[src/rtl/alu_share_arbiter.sv]
// Round-robin front end that lets N_REQ requesters share one combinational ALU.
// Each transaction: grant (IDLE), ALU settle (EXEC), hold response until accepted (RESP).
module alu_share_arbiter #(
    parameter int N_REQ = 2,
    parameter int ID_W  = 1
) (
    input  logic                 clk,
    input  logic                 rst_n,
    input  logic [N_REQ-1:0]     req_valid,
    output logic [N_REQ-1:0]     req_ready,
    input  logic [32*N_REQ-1:0]  req_a,
    input  logic [32*N_REQ-1:0]  req_b,
    input  logic [3*N_REQ-1:0]   req_op,
    output logic [31:0]          alu_src1,
    output logic [31:0]          alu_src2,
    output logic [2:0]           alu_ctrl,
    input  logic [31:0]          alu_result,
    input  logic                 alu_zero,
    output logic [N_REQ-1:0]     rsp_valid,
    input  logic [N_REQ-1:0]     rsp_ready,
    output logic [31:0]          rsp_data,
    output logic                 rsp_zero,
    output logic                 rsp_illegal,
    output logic [ID_W-1:0]      rsp_id,
    output logic [15:0]          op_count
);

    typedef enum logic [1:0] {S_IDLE, S_EXEC, S_RESP} state_t;

    state_t             r_state;
    logic [ID_W-1:0]    r_ptr;
    logic [31:0]        r_alu_src1;
    logic [31:0]        r_alu_src2;
    logic [2:0]         r_alu_ctrl;
    logic [N_REQ-1:0]   r_rsp_valid;
    logic [31:0]        r_rsp_data;
    logic               r_rsp_zero;
    logic               r_rsp_illegal;
    logic [ID_W-1:0]    r_rsp_id;
    logic [15:0]        r_op_count;

    logic               w_found;
    logic [ID_W-1:0]    w_grant;
    logic [N_REQ-1:0]   w_grant_onehot;
    logic [31:0]        w_a;
    logic [31:0]        w_b;
    logic [2:0]         w_op;
    logic [N_REQ-1:0]   w_id_onehot;
    logic               w_rsp_hs;

    // Search starts one past the last grant so a persistent requester cannot starve others.
    always_comb begin
        w_found        = 1'b0;
        w_grant        = '0;
        w_grant_onehot = '0;
        w_a            = '0;
        w_b            = '0;
        w_op           = '0;
        for (int k = 1; k <= N_REQ; k++) begin
            for (int i = 0; i < N_REQ; i++) begin
                if (!w_found && req_valid[i] && (i == ((int'(r_ptr) + k) % N_REQ))) begin
                    w_found           = 1'b1;
                    w_grant           = ID_W'(i);
                    w_grant_onehot[i] = 1'b1;
                    w_a               = req_a[32*i +: 32];
                    w_b               = req_b[32*i +: 32];
                    w_op              = req_op[3*i +: 3];
                end
            end
        end
    end

    always_comb begin
        w_id_onehot = '0;
        for (int i = 0; i < N_REQ; i++) begin
            w_id_onehot[i] = (int'(r_rsp_id) == i);
        end
        w_rsp_hs = |(rsp_ready & w_id_onehot);
    end

    assign req_ready = (r_state == S_IDLE && w_found) ? w_grant_onehot : '0;

    always_ff @(posedge clk or negedge rst_n) begin
        if (!rst_n) begin
            r_state       <= S_IDLE;
            r_ptr         <= ID_W'(N_REQ - 1);
            r_alu_src1    <= '0;
            r_alu_src2    <= '0;
            r_alu_ctrl    <= '0;
            r_rsp_valid   <= '0;
            r_rsp_data    <= '0;
            r_rsp_zero    <= 1'b0;
            r_rsp_illegal <= 1'b0;
            r_rsp_id      <= '0;
            r_op_count    <= '0;
        end else begin
            case (r_state)
                S_IDLE: begin
                    if (w_found) begin
                        r_alu_src1 <= w_a;
                        r_alu_src2 <= w_b;
                        r_alu_ctrl <= w_op;
                        r_ptr      <= w_grant;
                        r_rsp_id   <= w_grant;
                        r_state    <= S_EXEC;
                    end
                end
                S_EXEC: begin
                    r_rsp_data    <= alu_result;
                    r_rsp_zero    <= alu_zero;
                    r_rsp_illegal <= (r_alu_ctrl == 3'd4) || (r_alu_ctrl == 3'd5);
                    r_rsp_valid   <= w_id_onehot;
                    r_state       <= S_RESP;
                end
                S_RESP: begin
                    if (w_rsp_hs) begin
                        r_rsp_valid <= '0;
                        r_op_count  <= r_op_count + 16'd1;
                        r_state     <= S_IDLE;
                    end
                end
                default: r_state <= S_IDLE;
            endcase
        end
    end

    assign alu_src1    = r_alu_src1;
    assign alu_src2    = r_alu_src2;
    assign alu_ctrl    = r_alu_ctrl;
    assign rsp_valid   = r_rsp_valid;
    assign rsp_data    = r_rsp_data;
    assign rsp_zero    = r_rsp_zero;
    assign rsp_illegal = r_rsp_illegal;
    assign rsp_id      = r_rsp_id;
    assign op_count    = r_op_count;

endmodule
[config.mk]
export PLATFORM = sky130hd
export DESIGN_NAME = alu_share_arbiter
export DESIGN_NICKNAME = d
export VERILOG_FILES = /design/src/rtl/alu_share_arbiter.sv
export SDC_FILE = /design/constraint.sdc
export NUM_CORES = 1
export LEC_CHECK = 0
export ABC_AREA = 1
export CORE_MARGIN = 8
export CORE_UTILIZATION = 41
export DETAILED_ROUTE_END_ITERATION = 10
export GPL_TIMING_DRIVEN = 0
export PLACE_DENSITY = 0.79
export SYNTH_ARGS = -nofsm -noshare
export SYNTH_HDL_FRONTEND = slang
export SYNTH_SLANG_ARGS = --single-unit
[constraint.sdc]
create_clock -name clk -period 1.7 [get_ports clk]
set_input_delay 0.34 -clock clk [delete_from_list [all_inputs] [get_ports clk]]
set_output_delay 0.34 -clock clk [all_outputs]
set_load 0.05 [all_outputs]
# [Word level (Yosys, flattened, before mapping)]
# Index checks and enable logic that the tools add are counted.
[totals] regBits=123 out_inout_bits=122 in_bits=173
[op_classes] bitwise=4 n_eq_ne=8 n_mux=26 reduce_logical=21 add_sub_neg=3
[op_table] operator="$mux W32" count=8
[op_table] operator="$logic_not A32 Y1" count=2
[op_table] operator="$add A16 B1 Y16 const B" count=1
[op_table] operator="$mux W3" count=4
[op_table] operator="$mux W1" count=9
[op_table] operator="$logic_and A1 B1 Y1" count=8
[op_table] operator="$reduce_and A2 Y1" count=4
[op_table] operator="$eq A3 B3 Y1 const B" count=2
[op_table] operator="$mux W2" count=3
[op_table] operator="$pmux W2 S3" count=1
[op_table] operator="$eq A2 B2 Y1 const A" count=2
[op_table] operator="$ne A2 B2 Y1 const B" count=2
[op_table] operator="$pmux W2 S2" count=1
[op_table] operator="$logic_not A1 Y1" count=3
[op_table] operator="$add A1 B1 Y1 const B" count=2
[op_table] operator="$and A1 B1 Y1 const A" count=2
[op_table] operator="$and A2 B2 Y2" count=1
[op_table] operator="$eq A2 B1 Y1 const B" count=1
[op_table] operator="$eq A2 B2 Y1 const B" count=1
[op_table] operator="$logic_not A2 Y1" count=1
[op_table] operator="$reduce_bool A2 Y1" count=1
[op_table] operator="$reduce_or A2 Y1" count=1
[op_table] operator="$logic_or A1 B1 Y1" count=1
[op_table] operator="$not A1 Y1" count=1

# [Longest topological paths before layout]
# Gate-level depths: netlist of the first run.
[logic_depth] depth_word=19 mapped_depth=10 depth_no_buf=9

# [Worst setup path after synthesis of the first run]
# OpenSTA, ideal clock, no wires.
[synth_path] kind="register to output" from="reg r_state[0]" to="out req_ready[0]" slack_ps=-161 n_path_buf=1 t_arrival_ps=1521 stages_incl_launch_ff=5 cell_sequence="dfrtp_1 nor2_1 o21ai_4 clkbuf_1 nor2_1"
[synth_via] elab_chain_len=3
[synth_rtl] item="from (decl)" line="30" rtl="state_t r_state;"
[synth_rtl] item="from (signal assigned)" line="85" rtl="r_state <= S_IDLE;"
[synth_rtl] item="from (signal assigned)" line="105" rtl="r_state <= S_EXEC;"
[synth_rtl] item="from (signal assigned)" line="113" rtl="r_state <= S_RESP;"
[synth_rtl] item="$logic_not A2 Y1" line="81" rtl="assign req_ready = (r_state == S_IDLE && w_found) ? w_grant_onehot : '0;"
[synth_rtl] item="$logic_and A1 B1 Y1" line="81"
[synth_rtl] item="$mux W2" line="81"
[synth_rtl] item="to (decl)" line="10" rtl="output logic [N_REQ-1:0] req_ready,"
# Every way passes these cells.

# [Worst setup path after layout of the first run]
[layout_path] from="reg r_ptr" to="out req_ready[1]"
[layout_via] elab_chain_len=19 elab_cells_between_ends=26
[layout_rtl] item="from (decl)" line="31" rtl="logic [ID_W-1:0] r_ptr;"
[layout_rtl] item="from (signal assigned)" line="86" rtl="r_ptr <= ID_W'(N_REQ - 1);"
[layout_rtl] item="from (signal assigned)" line="103" rtl="r_ptr <= w_grant;"
[layout_rtl] item="$add A1 B1 Y1" line="61" rtl="if (!w_found && req_valid[i] && (i == ((int'(r_ptr) + k) % N_REQ))) begin"
[layout_rtl] item="$and A1 B1 Y1 (no source line)"
[layout_rtl] item="$logic_not A32 Y1" line="61"
[layout_rtl] item="$logic_and A1 B1 Y1" line="61"
[layout_rtl] item="$mux W1" line="61"
[layout_rtl] item="$logic_not A1 Y1" line="61"
[layout_rtl] item="$logic_and A1 B1 Y1 (2 in series)" line="61"
[layout_rtl] item="$mux W1" line="61"
[layout_rtl] item="$logic_not A1 Y1" line="61"
[layout_rtl] item="$logic_and A1 B1 Y1 (2 in series)" line="61"
[layout_rtl] item="$mux W1" line="61"
[layout_rtl] item="$logic_not A1 Y1" line="61"
[layout_rtl] item="$logic_and A1 B1 Y1 (2 in series)" line="61"
[layout_rtl] item="$mux W1" line="61"
[layout_rtl] item="$logic_and A1 B1 Y1" line="81"
[layout_rtl] item="$mux W2 *" line="81"
# Mark *: on every way between the ends. The rest lies on a longest branch, timed or not.

==> flow_metrics.tcl, run 1 <==
set metrics [dict create \
    die_y_microns 137 \
    antenna_found_initial 0 \
    synth_nets 990 \
    syn2layout_area_growth_pct 66.6 \
    route.detailed.drc 0 \
    post_drt_wl_per_cell_microns 15.7 \
    drtAntennaViolNets 0 \
    drtIter0Drc 372 \
    clockPowerShare 0.209 \
    grt_max_degree 65 \
    rsz0062_at_grt "yes" \
    violations "negative setup slack" \
    p_seq_frac 0.257 \
    fin_total_pwr_mw 19.4 \
    hold_path.class "in2reg" \
    via_per_inst 4.73 \
    grt-ovfl-total 0 \
    slew_viol_final 0 \
    timing.setup.tns_ns -0.203 \
    synth-seq-area-share 0.513 \
    finalClockSkew_ns 0.00485 \
    fin_ws_ns -0.102 \
    synth_area_per_cell_sq_um 7.35 \
    finalWeightedCongestion 0.843 \
    comb_power_share 0.534 \
    first_global_vias 6295 \
    clk_root_buffer_cell "clkbuf_16" \
    cts_buffers 17 \
    status "finished, violations left" \
    synth_edf_count 0 \
    ys_seq_elements 123 \
    clk_latency_ns 0.42 \
    cp_max_fo 8 \
    power.net_switching_mw 9.50 \
    fp-row-count 44 \
    finalCritPeriodShare 1.06 \
    maxCapViolations 0 \
    io_buffers 293 \
    end_kind "output port" \
    tightest_slew_ns 0.563 \
    path_class "reg2out" \
    swShare 0.490 \
    detailed_place_hpwl_mm 16.3 \
    syn_area_sq_um 6000 \
    cts.clk_slew.worst_paths_ns 0.05 \
    drive_gt1_frac 0.101 \
    antennaDiodeCount 0 \
    grt_use_total 0.224 \
    synthTopCellsByCount "369 x nand2_1, 122 x dfrtp_1, 81 x inv_1" \
    h-tree-depth 4 \
    intPower_mw 9.89 \
    ys.flop_type "dfrtp_1" \
    initial_core_util 0.416 \
    arrival_ns 1.46 \
    grt_pass1_wl_mm 32.7 \
    peakVddDrop_mv 0.959 \
    dieArea_sq_um 18800 \
    synth_cell_types 25 \
    io_pins 295 \
    cts_tree "done" \
    clock_sinks 123 \
    die_w_microns 137 \
    core_sq_um 14400 \
    maxSlewHeadroom 0.626 \
    yosys_warnings 0 \
    min_period_ns 1.80 \
    async_flop_share 1.00 \
    p_leak_nw 5.21 \
    synthTopCellsByArea "dfrtp_1 51%, nand2_1 23%, nand3_1 6.1%" \
    num_vias 6349 \
    synth_cells 816 \
    finalNetCount 1322 \
    p_per_area_nw_per_um2 1940 \
    synth_most_common_cell "nand2_1" \
    critPathLaunchType "flop" \
    clock.fmax_ghz 0.555 \
    clk_path_buf_depth 2 \
    hold_viol_final 0 \
    dr.pass1.iters 4 \
    yosysTopAreaCell "dfrtp_1" \
    synth_top_area_share 0.509 \
    crit_required_ns 1.36 \
    setup_viol 2 \
    drt_wl_total_mm 21.1 \
]
-- layer usage --
metal  up-vias  global-route usage  routed length [microns]
li1       3179                   -                        -
met1      2914               0.253                     8220
met2       225               0.381                    10400
met3        31              0.0804                     2060
met4         0              0.0803                      434
met5         -                   0                        0
-- flip-flops by register name, summed over array words and instances (netlist names), 2 cells and up --
| signal | flops |
|---|---|
| r_state | 2 |
| rsp_valid | 2 |
| alu_src1 | 32 |
| alu_src2 | 32 |
| rsp_data | 32 |
| op_count | 16 |
| alu_ctrl | 3 |
-- stage by stage --
step	cells	util	hold slack, ns	cell area (sq um)	setup WS (ns)
after floorplan	816	-	0.0444	6000	0.0463
after global placement	1293	0.636	0.461	9170	-4.63
after detailed placement	1294	0.638	0.357	9200	-1.09
after CTS	1331	0.684	0.449	9860	-0.206
after global routing	1343	0.693	0.464	9990	-0.149
final	1343	0.693	0.456	9990	-0.102
-- cell usage in the layout, fill, tap and decap left out, drive strengths merged --
cell type / count
nand2: 370
clkdlybuf4s50: 169
dfrtp: 122
inv: 86
dlygate4sd2: 83
o21ai: 80
nand3: 73
clkbuf: 50
buf: 45
clkdlybuf4s15: 33
nor2: 23
bufinv: 5
nand4: 4
xor2: 4
xnor2: 3
clkinv: 3
a21oi: 2
nand3b: 1
ha: 1
dlygate4sd3: 1
dfstp: 1
-- cell families after synthesis --
family	after synthesis	synth area share
AND/OR/NAND/NOR	471	0.313
buffers and inverters	132	0.0905
flip-flops	123	0.513
AO/OA/AOI/OAI	82	0.0709
XOR/XNOR	7	0.0102
adder cells (fa/ha/maj)	1	0.00209
-- power groups by stage --
stage / clock [mW] / combinational (mW) / sequential, mW
after global routing: 4.21 / 11.1 / 5.16
after detailed placement: 0 / 10.9 / 5.02
after CTS: 4.09 / 10.3 / 4.97
after global placement: 0 / 10.7 / 4.98
final: 4.06 / 10.4 / 4.98
after floorplan: 0 / 2.64 / 9.13
-- worst max-delay path: stages, from the launching register on --
cell	delay [ns]
dfstp_2	0.57
nand2_2	0.08
buf_8	0.15
nand2_4	0.06
nor2_4	0.04
buf_8	0.14
-- layout make-up --
class / instances / area [sq um]
Buffer: 45 / 270
Clock buffer: 23 / 498
Clock inverter: 7 / 160
Fill cell: 1234 / 4430
Inverter: 87 / 327
Multi-Input combinational cell: 561 / 2420
Sequential cell: 123 / 3080
Tap cell: 184 / 230
Timing Repair Buffer: 313 / 3010
-- path summary, 6_finish.rpt --
path                                     startpoint                        to  slack, ns  depth (start not counted)
setup / recovery                  r_ptr$_DFFE_PN1P_              req_ready[1]      -0.10                          5
hold / removal                       alu_result[22]  rsp_data[22]$_DFFE_PN0P_       0.46                          3
setup reg to reg                  r_ptr$_DFFE_PN1P_   alu_src2[9]$_DFFE_PN0P_       0.05                          8
hold reg to reg            rsp_data[21]$_DFFE_PN0P_  rsp_data[21]$_DFFE_PN0P_       0.47                          2
max in group asynchronous                     rst_n         r_ptr$_DFFE_PN1P_       0.47                          3
min in group asynchronous                     rst_n   op_count[6]$_DFFE_PN0P_       0.48                          2
-- timing repair --
| item | CTS | global route |
|---|---|---|
| endpoints found under the hold margin | 59 | 0 |
| pin swaps | 3 | 2 |
| endpoints found under the setup margin | 122 | 60 |
| gates resized for setup | 193 | 42 |
| hold buffers | 1 | 0 |
| buffers inserted | 6 | 12 |
Power figures use the tool's default switching activity.
==> run 2: changes to the inputs <==
--- a/config.mk
+++ b/config.mk
@@ -7,10 +7,10 @@
 export LEC_CHECK = 0
 export ABC_AREA = 1
 export CORE_MARGIN = 8
-export CORE_UTILIZATION = 41
+export CORE_UTILIZATION = 44
 export DETAILED_ROUTE_END_ITERATION = 10
 export GPL_TIMING_DRIVEN = 0
-export PLACE_DENSITY = 0.79
+export PLACE_DENSITY = 0.84
 export SYNTH_ARGS = -nofsm -noshare
 export SYNTH_HDL_FRONTEND = slang
 export SYNTH_SLANG_ARGS = --single-unit
==> constraint.sdc (replaced) <==
create_clock -name clk -period 2.25 [get_ports clk]
set_input_delay 0.45 -clock clk [delete_from_list [all_inputs] [get_ports clk]]
set_output_delay 0.45 -clock clk [all_outputs]
set_load 0.05 [all_outputs]
==> flow_metrics.tcl, run 2 (same netlist as run 1, synthesis figures left out) <==
set metrics [dict create \
    status "finished, final reports clean" \
    pre_cts_slack_ns -0.685 \
    die_w_microns 133 \
    cts_tree "done" \
    hold_viol_final 0 \
    tightest_slew_ns 0.644 \
    detailed_place_hpwl_mm 16.4 \
    p_per_area_nw_per_um2 1510 \
    grt_max_degree 79 \
    crit_chain "clkdlybuf4s50_1" \
    route.detailed.drc 0 \
    grt_use_total 0.238 \
    maxCapViolations 0 \
    hold_path.class "reg2reg" \
    antennaDiodeCount 0 \
    final_cell_mix "368 x nand2_1, 290 x clkdlybuf4s50_1, 122 x dfrtp_1" \
    slew_viol_final 0 \
    finalWeightedCongestion 0.910 \
    num_vias 6305 \
    post_drt_wl_per_cell_microns 15.9 \
    clock.fmax_ghz 0.461 \
    via_per_inst 4.77 \
    min_period_ns 2.17 \
    dieArea_sq_um 17600 \
    clock_sinks 123 \
    first_global_vias 6426 \
    clk_path_buf_depth 2 \
    fin_ws_ns 0.0798 \
    maxSlewHeadroom 0.570 \
    slowest_stage "clkdlybuf4s50_1" \
    fp-row-count 42 \
    finalNetCount 1306 \
    arrival_ns 1.72 \
    h-tree-depth 4 \
    grt-ovfl-total 0 \
    finalClockSkew_ns 0.00861 \
    syn2layout_area_growth_pct 64.2 \
    cp_max_fo 3 \
    end_kind "output port" \
    core_sq_um 13300 \
    grt_pass1_wl_mm 33.2 \
    peakVddDrop_mv 0.921 \
    max_stage_delay_ns 0.85 \
    p_leak_nw 4.83 \
    timing.setup.tns_ns 0 \
    crit_required_ns 1.80 \
    dr.pass1.iters 5 \
    cts.clk_slew.worst_paths_ns 0.06 \
    io_pins 295 \
    clk_root_buffer_cell "clkbuf_16" \
    path_delay_family "buffers and inverters" \
    drt_wl_total_mm 21.0 \
    layout_commonest_cell "nand2_1" \
    antenna_found_initial 0 \
    drtAntennaViolNets 0 \
    initial_core_util 0.451 \
    clk_latency_ns 0.42 \
    critPathLaunchType "flop" \
    die_y_microns 133 \
    drtIter0Drc 323 \
    crit_buf_inv 1 \
    path_class "reg2out" \
    drive_gt1_frac 0.0603 \
    io_buffers 293 \
    finalCritPeriodShare 0.965 \
    rsz0062_at_grt "no" \
    setup_viol 0 \
    cts_buffers 17 \
]
## run 2: metal layers
metal / GRT usage / share of wire
met1: 0.262 / 0.40
met2: 0.412 / 0.49
met3: 0.0855 / 0.086
met4: 0.0921 / 0.025
met5: 0 / 0
## run 2: path summary, 6_finish.rpt
path                                                from  cells past startpoint  slack [ns]                       end
worst max-delay path             alu_ctrl[2]$_DFFE_PN0P_                      1        0.08               alu_ctrl[2]
min in group asynchronous                          rst_n                      2        0.54   op_count[4]$_DFFE_PN0P_
worst min-delay path            alu_src1[23]$_DFFE_PN0P_                      2        0.48  alu_src1[23]$_DFFE_PN0P_
max in group asynchronous                          rst_n                      3        1.00  alu_src2[20]$_DFFE_PN0P_
worst max register to register         r_ptr$_DFFE_PN1P_                      6        0.46   alu_src1[5]$_DFFE_PN0P_
worst min register to register  alu_src1[23]$_DFFE_PN0P_                      2        0.48  alu_src1[23]$_DFFE_PN0P_
## run 2: cell type report
class	count	area [sq um]
Fill cell	1008	3440
Timing Repair Buffer	298	2990
Tap cell	176	220
Multi-Input combinational cell	561	2380
Inverter	87	327
Sequential cell	123	3080
Clock inverter	13	190
Buffer	44	216
Clock buffer	19	443
## run 2: per-stage QoR
step / hold slack [ns] / area, sq um / util / total power, mW / cells
2_1_floorplan: 0.154 / 6000 / - / 8.89 / 816
6_report: 0.476 / 9850 / 0.741 / 14.8 / 1321
3_5_place_dp: 0.413 / 9180 / 0.691 / 12.0 / 1286
5_1_grt: 0.492 / 9850 / 0.741 / 15.7 / 1321
3_3_place_gp: 0.461 / 9150 / 0.688 / 11.8 / 1285
4_1_cts: 0.480 / 9840 / 0.740 / 14.9 / 1321
## run 2: report_power, final
group	switching, mW	internal (mW)	total (mW)
combinational	5.58	2.60	8.18
sequential	0.594	3.17	3.77
clock	1.01	1.89	2.90
## run 2: repair_timing
action / CTS / global route
gates cloned: 0 / 0
buffers inserted: 2 / 1
hold buffers: 1 / 0
endpoints found under the hold margin: 44 / 0
endpoints found under the setup margin: 2 / 2
pin swaps: 1 / 1
gates resized for setup: 15 / 4
